[src/rtl/regfile_wb_arbiter.sv]
// Round-robin writeback arbiter sharing the register file's single write port
// between the ALU result path (A) and the memory-load path (B). The winning
// write is registered and presented to the register file one cycle later.
// Writes to register 0 are dropped and counted.
module regfile_wb_arbiter #(
    parameter int ADDR  = 5,
    parameter int SIZE  = 32,
    parameter int CNT_W = 8
) (
    input  logic             Clk,
    input  logic             Clr,
    input  logic             Hold,
    input  logic             A_Valid,
    input  logic [ADDR-1:0]  A_Addr,
    input  logic [SIZE-1:0]  A_Data,
    output logic             A_Ready,
    input  logic             B_Valid,
    input  logic [ADDR-1:0]  B_Addr,
    input  logic [SIZE-1:0]  B_Data,
    output logic             B_Ready,
    output logic             Write_Reg,
    output logic [ADDR-1:0]  W_Addr,
    output logic [SIZE-1:0]  W_Data,
    output logic [CNT_W-1:0] Drop_Cnt,
    output logic [CNT_W-1:0] Conflict_Cnt
);

    // Which source wins the next conflict.
    typedef enum logic {
        RR_A = 1'b0,
        RR_B = 1'b1
    } rr_t;

    rr_t             rr_q;
    rr_t             rr_d;
    logic            a_grant;
    logic            b_grant;
    logic            xfer_p0;
    logic            zero_p0;
    logic [ADDR-1:0] addr_p0;
    logic [SIZE-1:0] data_p0;
    logic            vld_p1;
    logic [ADDR-1:0] addr_p1;
    logic [SIZE-1:0] data_p1;
    logic [CNT_W-1:0] drop_cnt_q;
    logic [CNT_W-1:0] conf_cnt_q;

    // Saturating increment: holds at all-ones instead of wrapping.
    function automatic logic [CNT_W-1:0] sat_inc(input logic [CNT_W-1:0] v);
        if (&v) begin
            return v;
        end
        return v + {{(CNT_W-1){1'b0}}, 1'b1};
    endfunction

    // Grant decision and pointer next-state; grants never look at Addr/Data.
    always_comb begin
        a_grant = 1'b0;
        b_grant = 1'b0;
        rr_d    = rr_q;
        if (!Clr && !Hold) begin
            if (A_Valid && (!B_Valid || rr_q == RR_A)) begin
                a_grant = 1'b1;
            end else if (B_Valid) begin
                b_grant = 1'b1;
            end
        end
        // Priority passes to whichever source did not just transfer.
        if (a_grant) begin
            rr_d = RR_B;
        end else if (b_grant) begin
            rr_d = RR_A;
        end
    end

    // Pointer register; after reset A is preferred.
    always_ff @(posedge Clk) begin
        if (Clr) begin
            rr_q <= RR_A;
        end else begin
            rr_q <= rr_d;
        end
    end

    // Stage p0: mux the granted request.
    always_comb begin
        xfer_p0 = a_grant | b_grant;
        addr_p0 = b_grant ? B_Addr : A_Addr;
        data_p0 = b_grant ? B_Data : A_Data;
        zero_p0 = (addr_p0 == '0);
    end

    // Stage p1: registered write; register-0 writes are dropped, address/data hold.
    always_ff @(posedge Clk) begin
        if (Clr) begin
            vld_p1  <= 1'b0;
            addr_p1 <= '0;
            data_p1 <= '0;
        end else begin
            vld_p1 <= xfer_p0 && !zero_p0;
            if (xfer_p0 && !zero_p0) begin
                addr_p1 <= addr_p0;
                data_p1 <= data_p0;
            end
        end
    end

    // Statistics: dropped register-0 writes and contended (non-held) cycles.
    always_ff @(posedge Clk) begin
        if (Clr) begin
            drop_cnt_q <= '0;
            conf_cnt_q <= '0;
        end else begin
            if (xfer_p0 && zero_p0) begin
                drop_cnt_q <= sat_inc(drop_cnt_q);
            end
            if (A_Valid && B_Valid && !Hold) begin
                conf_cnt_q <= sat_inc(conf_cnt_q);
            end
        end
    end

    assign A_Ready      = a_grant;
    assign B_Ready      = b_grant;
    assign Write_Reg    = vld_p1;
    assign W_Addr       = addr_p1;
    assign W_Data       = data_p1;
    assign Drop_Cnt     = drop_cnt_q;
    assign Conflict_Cnt = conf_cnt_q;

endmodule

[config.mk]
export PLATFORM = sky130hd
export DESIGN_NAME = regfile_wb_arbiter
export DESIGN_NICKNAME = d
export VERILOG_FILES = /design/src/rtl/regfile_wb_arbiter.sv
export SDC_FILE = /design/constraint.sdc
export NUM_CORES = 1
export LEC_CHECK = 0
export ABC_AREA = 0
export ABC_CLOCK_PERIOD_IN_PS = 1700
export BUFFER_PORTS_ARGS = -buffer_cell sky130_fd_sc_hd__buf_2
export CORE_AREA = 2 2 64 111
export DETAILED_ROUTE_END_ITERATION = 12
export DIE_AREA = 0 0 66 113
export PLACE_DENSITY = 0.74
export RECOVER_POWER = 100
export SLEW_MARGIN = 20
export SYNTH_ARGS = -nofsm -noshare
export SYNTH_HDL_FRONTEND = slang
export SYNTH_SLANG_ARGS = --single-unit
[constraint.sdc]
create_clock -name Clk -period 1.7 [get_ports Clk]
set_input_delay 0.17 -clock Clk [delete_from_list [all_inputs] [get_ports Clk]]
set_output_delay 0.17 -clock Clk [all_outputs]
set_load 0.03 [all_outputs]
== Word level (Yosys, flattened, before mapping) ==
Cells that the tools add are included.
W data, S select, Z words.

* Reductions and logical operators: 17
* Add/subtract/negate cells: 2
* Equality and inequality tests: 2
* Bitwise gates (word level): 2
* Mux-type cells: 17

{| class="wikitable"
|+ Operators by type and width
! kind !! number
|-
| $mux W32 || 1
|-
| $add A8 B1 Y8 const B || 2
|-
| $mux W8 || 2
|-
| $reduce_and A8 Y1 || 2
|-
| $mux W1 || 13
|-
| $logic_and A1 B1 Y1 || 6
|-
| $logic_not A5 Y1 || 1
|-
| $mux W5 || 1
|-
| $logic_not A1 Y1 || 4
|-
| $ne A2 B2 Y1 const B || 2
|-
| $reduce_and A2 Y1 || 2
|-
| $reduce_bool A2 Y1 || 1
|-
| $logic_or A1 B1 Y1 || 1
|-
| $not A1 Y1 || 1
|-
| $or A1 B1 Y1 || 1
|}

* Input bits: 79
* Output and inout port bits: 56
* Register bits after elaboration: 55
* Logic and storage cells: 46

== Logic depth before layout (Yosys ltp) ==
* Depth in word-level cells: 12
* Gate-level depth with buffers: 7
* Depth with buffers taken out: 6

== Worst setup path after synthesis ==
Ideal clock, no wire load.

* Path type: input to register
* Start point: input B_Addr[2]
* End point: register drop_cnt_q[7] (netlist: Drop_Cnt[7])
* Setup time: 0.086 ns
* Stages: 5
* Slack: -0.068 ns
* Required time: 1.614 ns
* Arrival: 1.682 ns
* Cells stage by stage: or4_4 nor2_2 mux2i_2 or4_1 a221oi_2

* Cells in the longest elaborated chain, start to end: 4

{| class="wikitable"
|+ RTL lines
! element !! line !! RTL
|-
| from (decl) || 18 || <nowiki>input logic [ADDR-1:0] B_Addr,</nowiki>
|-
| $mux W5 || 88 || <nowiki>addr_p0 = b_grant ? B_Addr : A_Addr;</nowiki>
|-
| $logic_not A5 Y1 || 90 || <nowiki>zero_p0 = (addr_p0 == '0);</nowiki>
|-
| $logic_and A1 B1 Y1 || 114 || <nowiki>if (xfer_p0 && zero_p0) begin</nowiki>
|-
| $reduce_and A2 Y1 (no line) || - ||
|-
| to (signal assigned) || 115 || <nowiki>drop_cnt_q <= sat_inc(drop_cnt_q);</nowiki>
|-
| to (decl) || 45 || <nowiki>logic [CNT_W-1:0] drop_cnt_q;</nowiki>
|}

Every way passes these cells.
A chain may end at the register's enable or synchronous reset.

== Final worst setup path ==
* Start point: input B_Addr[2]
* End point: register drop_cnt_q[5] (netlist: Drop_Cnt[5])

Same word-level chain as after synthesis.

==> metrics.yaml <==
status: "finished clean"
syn_to_final_growth_pct: 44.37
synth.distinct_cells: 36
grt_max_degree: 56
avgSynthCellArea_sq_um: 9.213
period_minus_slack_ns: 1.661
async_flop_share: 0
die_w_um: 66
num_antenna_cells: 0
power_w: 0.003133
cts_root_buffer: "clkbuf_16"
grt.overflow.total: 0
synth_edf_count: 0
grt_pass1_wl_mm: 11.76
mostFrequentLayoutCells: "buf_2, dfxtp_1, a21oi_1"
syn_inst: 281
synth_area_sq_mm: 0.002589
ant_nets: 0
antenna_found_initial: 0
place_ws_ns: -0.2622
synth_flop_cell: "dfxtp_1"
htree_num_levels: 2
ctsHoldBuffers: 0
first_pass_iters: 4
finish.utilization: 0.5716
die-area_sq_mm: 0.007458
clk_pin_slew_worst_paths_ns: 0.07
cts_buffers: 5
vias_per_cell: 5.277
hp-class: "primary input to flip-flop"
fin_crit_sh: 0.9771
clock-sinks: 55
dpl-instance-area_sq_mm: 0.003471
cp.required_ns: 1.92
skew_ns: 0.005678
arrival_ns: 1.88
cp-start-kind: "primary input"
route.detailed.drc: 0
p_per_area_mw_per_mm2: 838.4
grt_setup_unrepaired: "true"
finalSetupViolations: 0
leakage_nw: 1.867
grt_usage: 0.1979
initial_core_util: 0.3959
synth_fp_nets: 362
final_area_sq_mm: 0.003737
slew_viol_final: 0
seq_area_sq_mm: 0.001104
max_slew_margin: 0.6075
worst_pin_slew_ns: 0.5887
end_kind: "flip-flop"
ys_ff_latch: 55
path_class: "primary input to flip-flop"
wl_mm: 7.187
fin_ws_ns: 0.03897
clock_path_buffers: 2
layout-drive-gt1-share: 0.4292
nFillCells: 613
gp_congestion: 0.7787
num_vias: 2670
final_common_cell: "buf_2"
fp-row-count: 39
hpwl_mm: 5.441
cts_tree: "yes"
fmax_mhz: 602.0
wire_per_inst_um: 14.20
clk_latency_ns: 0.29
dr.first_iter.drc_count: 129
ys_warn_count: 0
max-cap-violations: 0
seq_area_frac_synth: 0.4253
hold_viol: 0
cp_max_fo: 10
grt_pass1_vias: 2678
io_pins: 135
coreArea_sq_mm: 0.006539
hold_ws_ns: 0.2106
fin_nets: 504
r2r_slack_ns: 0.05
multi_input_area_sq_mm: 0.001428
ir_drop_uv: 525.2
die_h_um: 113
portBuffers: 134
[layer usage]
metal	GRT usage	routed length, um	share of wire	vias up
met3	0.02783	323	0.045	13
met5	0	0	0	-
met2	0.3771	4003	0.56	92
met1	0.2094	2703	0.38	1236
met4	0.08027	157	0.022	0
li1	-	-	-	1329
[flip-flops by register name (all words and copies together), names as in the netlist]
signal / cells
Write_Reg: 1
W_Addr: 5
W_Data: 32
rr_q: 1
Conflict_Cnt: 8
Drop_Cnt: 8
[worst paths after layout]
check	start	depth (start not counted)	endpoint
max reg2reg	rr_q$_SDFFE_PP0P_	6	Drop_Cnt[5]$_SDFFE_PP0P_
min	B_Data[16]	3	W_Data[16]$_SDFFE_PP0P_
min reg2reg	Drop_Cnt[5]$_SDFFE_PP0P_	2	Drop_Cnt[5]$_SDFFE_PP0P_
max	B_Addr[2]	7	Drop_Cnt[5]$_SDFFE_PP0P_
[metrics by stage]
step                      instances   TNS [ns]
after floorplan                 281   -0.04468
after global placement          495     -6.830
after detailed placement        495     -8.457
after CTS                       506  -0.003612
after global routing            506   -0.02311
final                           506          0
[synth_stat cells (all sizes together), types with 4 or more instances]
cell type   n  area share
a31oi       4      0.0097
dfxtp      55        0.43
mux2i      37        0.14
nor2       14       0.022
buf        11       0.020
o21ai       4      0.0077
a211oi     36        0.10
xor2        6       0.020
a21oi      42       0.081
nand4       4      0.0097
or4         6       0.020
inv         8       0.012
nand3       5      0.0097
clkbuf     12       0.017
nand2       9       0.013
[cell type report]
type / count / share of cell area
inverter: 8 / 0.008035
timing repair buffer: 158 / 0.2407
clock buffer: 6 / 0.03716
multi-input combinational: 195 / 0.3820
clock inverter: 2 / 0.009374
sequential: 55 / 0.2953
tap: 82 / 0.02745
[critical path, stage by stage]
cell     delay, ns
buf_2         0.11
or4_4         0.52
nor2_2        0.16
mux2i_4       0.12
buf_12        0.16
or4_1         0.50
a21oi_1       0.15
[repair_timing]
| action | CTS | global route |
|---|---|---|
| pin swaps | 0 | 1 |
| endpoints found under the setup margin | 42 | 43 |
| buffers inserted | 3 | 0 |
| resized for setup | 8 | 7 |
[cells by family after synthesis]
kind of cell / after synthesis / share of synthesized area
XOR/XNOR: 7 / 0.02368
multiplexers: 37 / 0.1445
AND/OR/NAND/NOR: 55 / 0.1174
buffers and inverters: 31 / 0.04882
flip-flops: 55 / 0.4253
adder cells (fa/ha/maj): 2 / 0.009665
AO/OA/AOI/OAI: 94 / 0.2305
[where the power goes]
group	switching [W]	internal, W
Combinational	0.000330	0.000233
Clock	0.000452	0.000733
Sequential	0.0000347	0.00135
No activity file was read; power rests on OpenSTA's default activity.
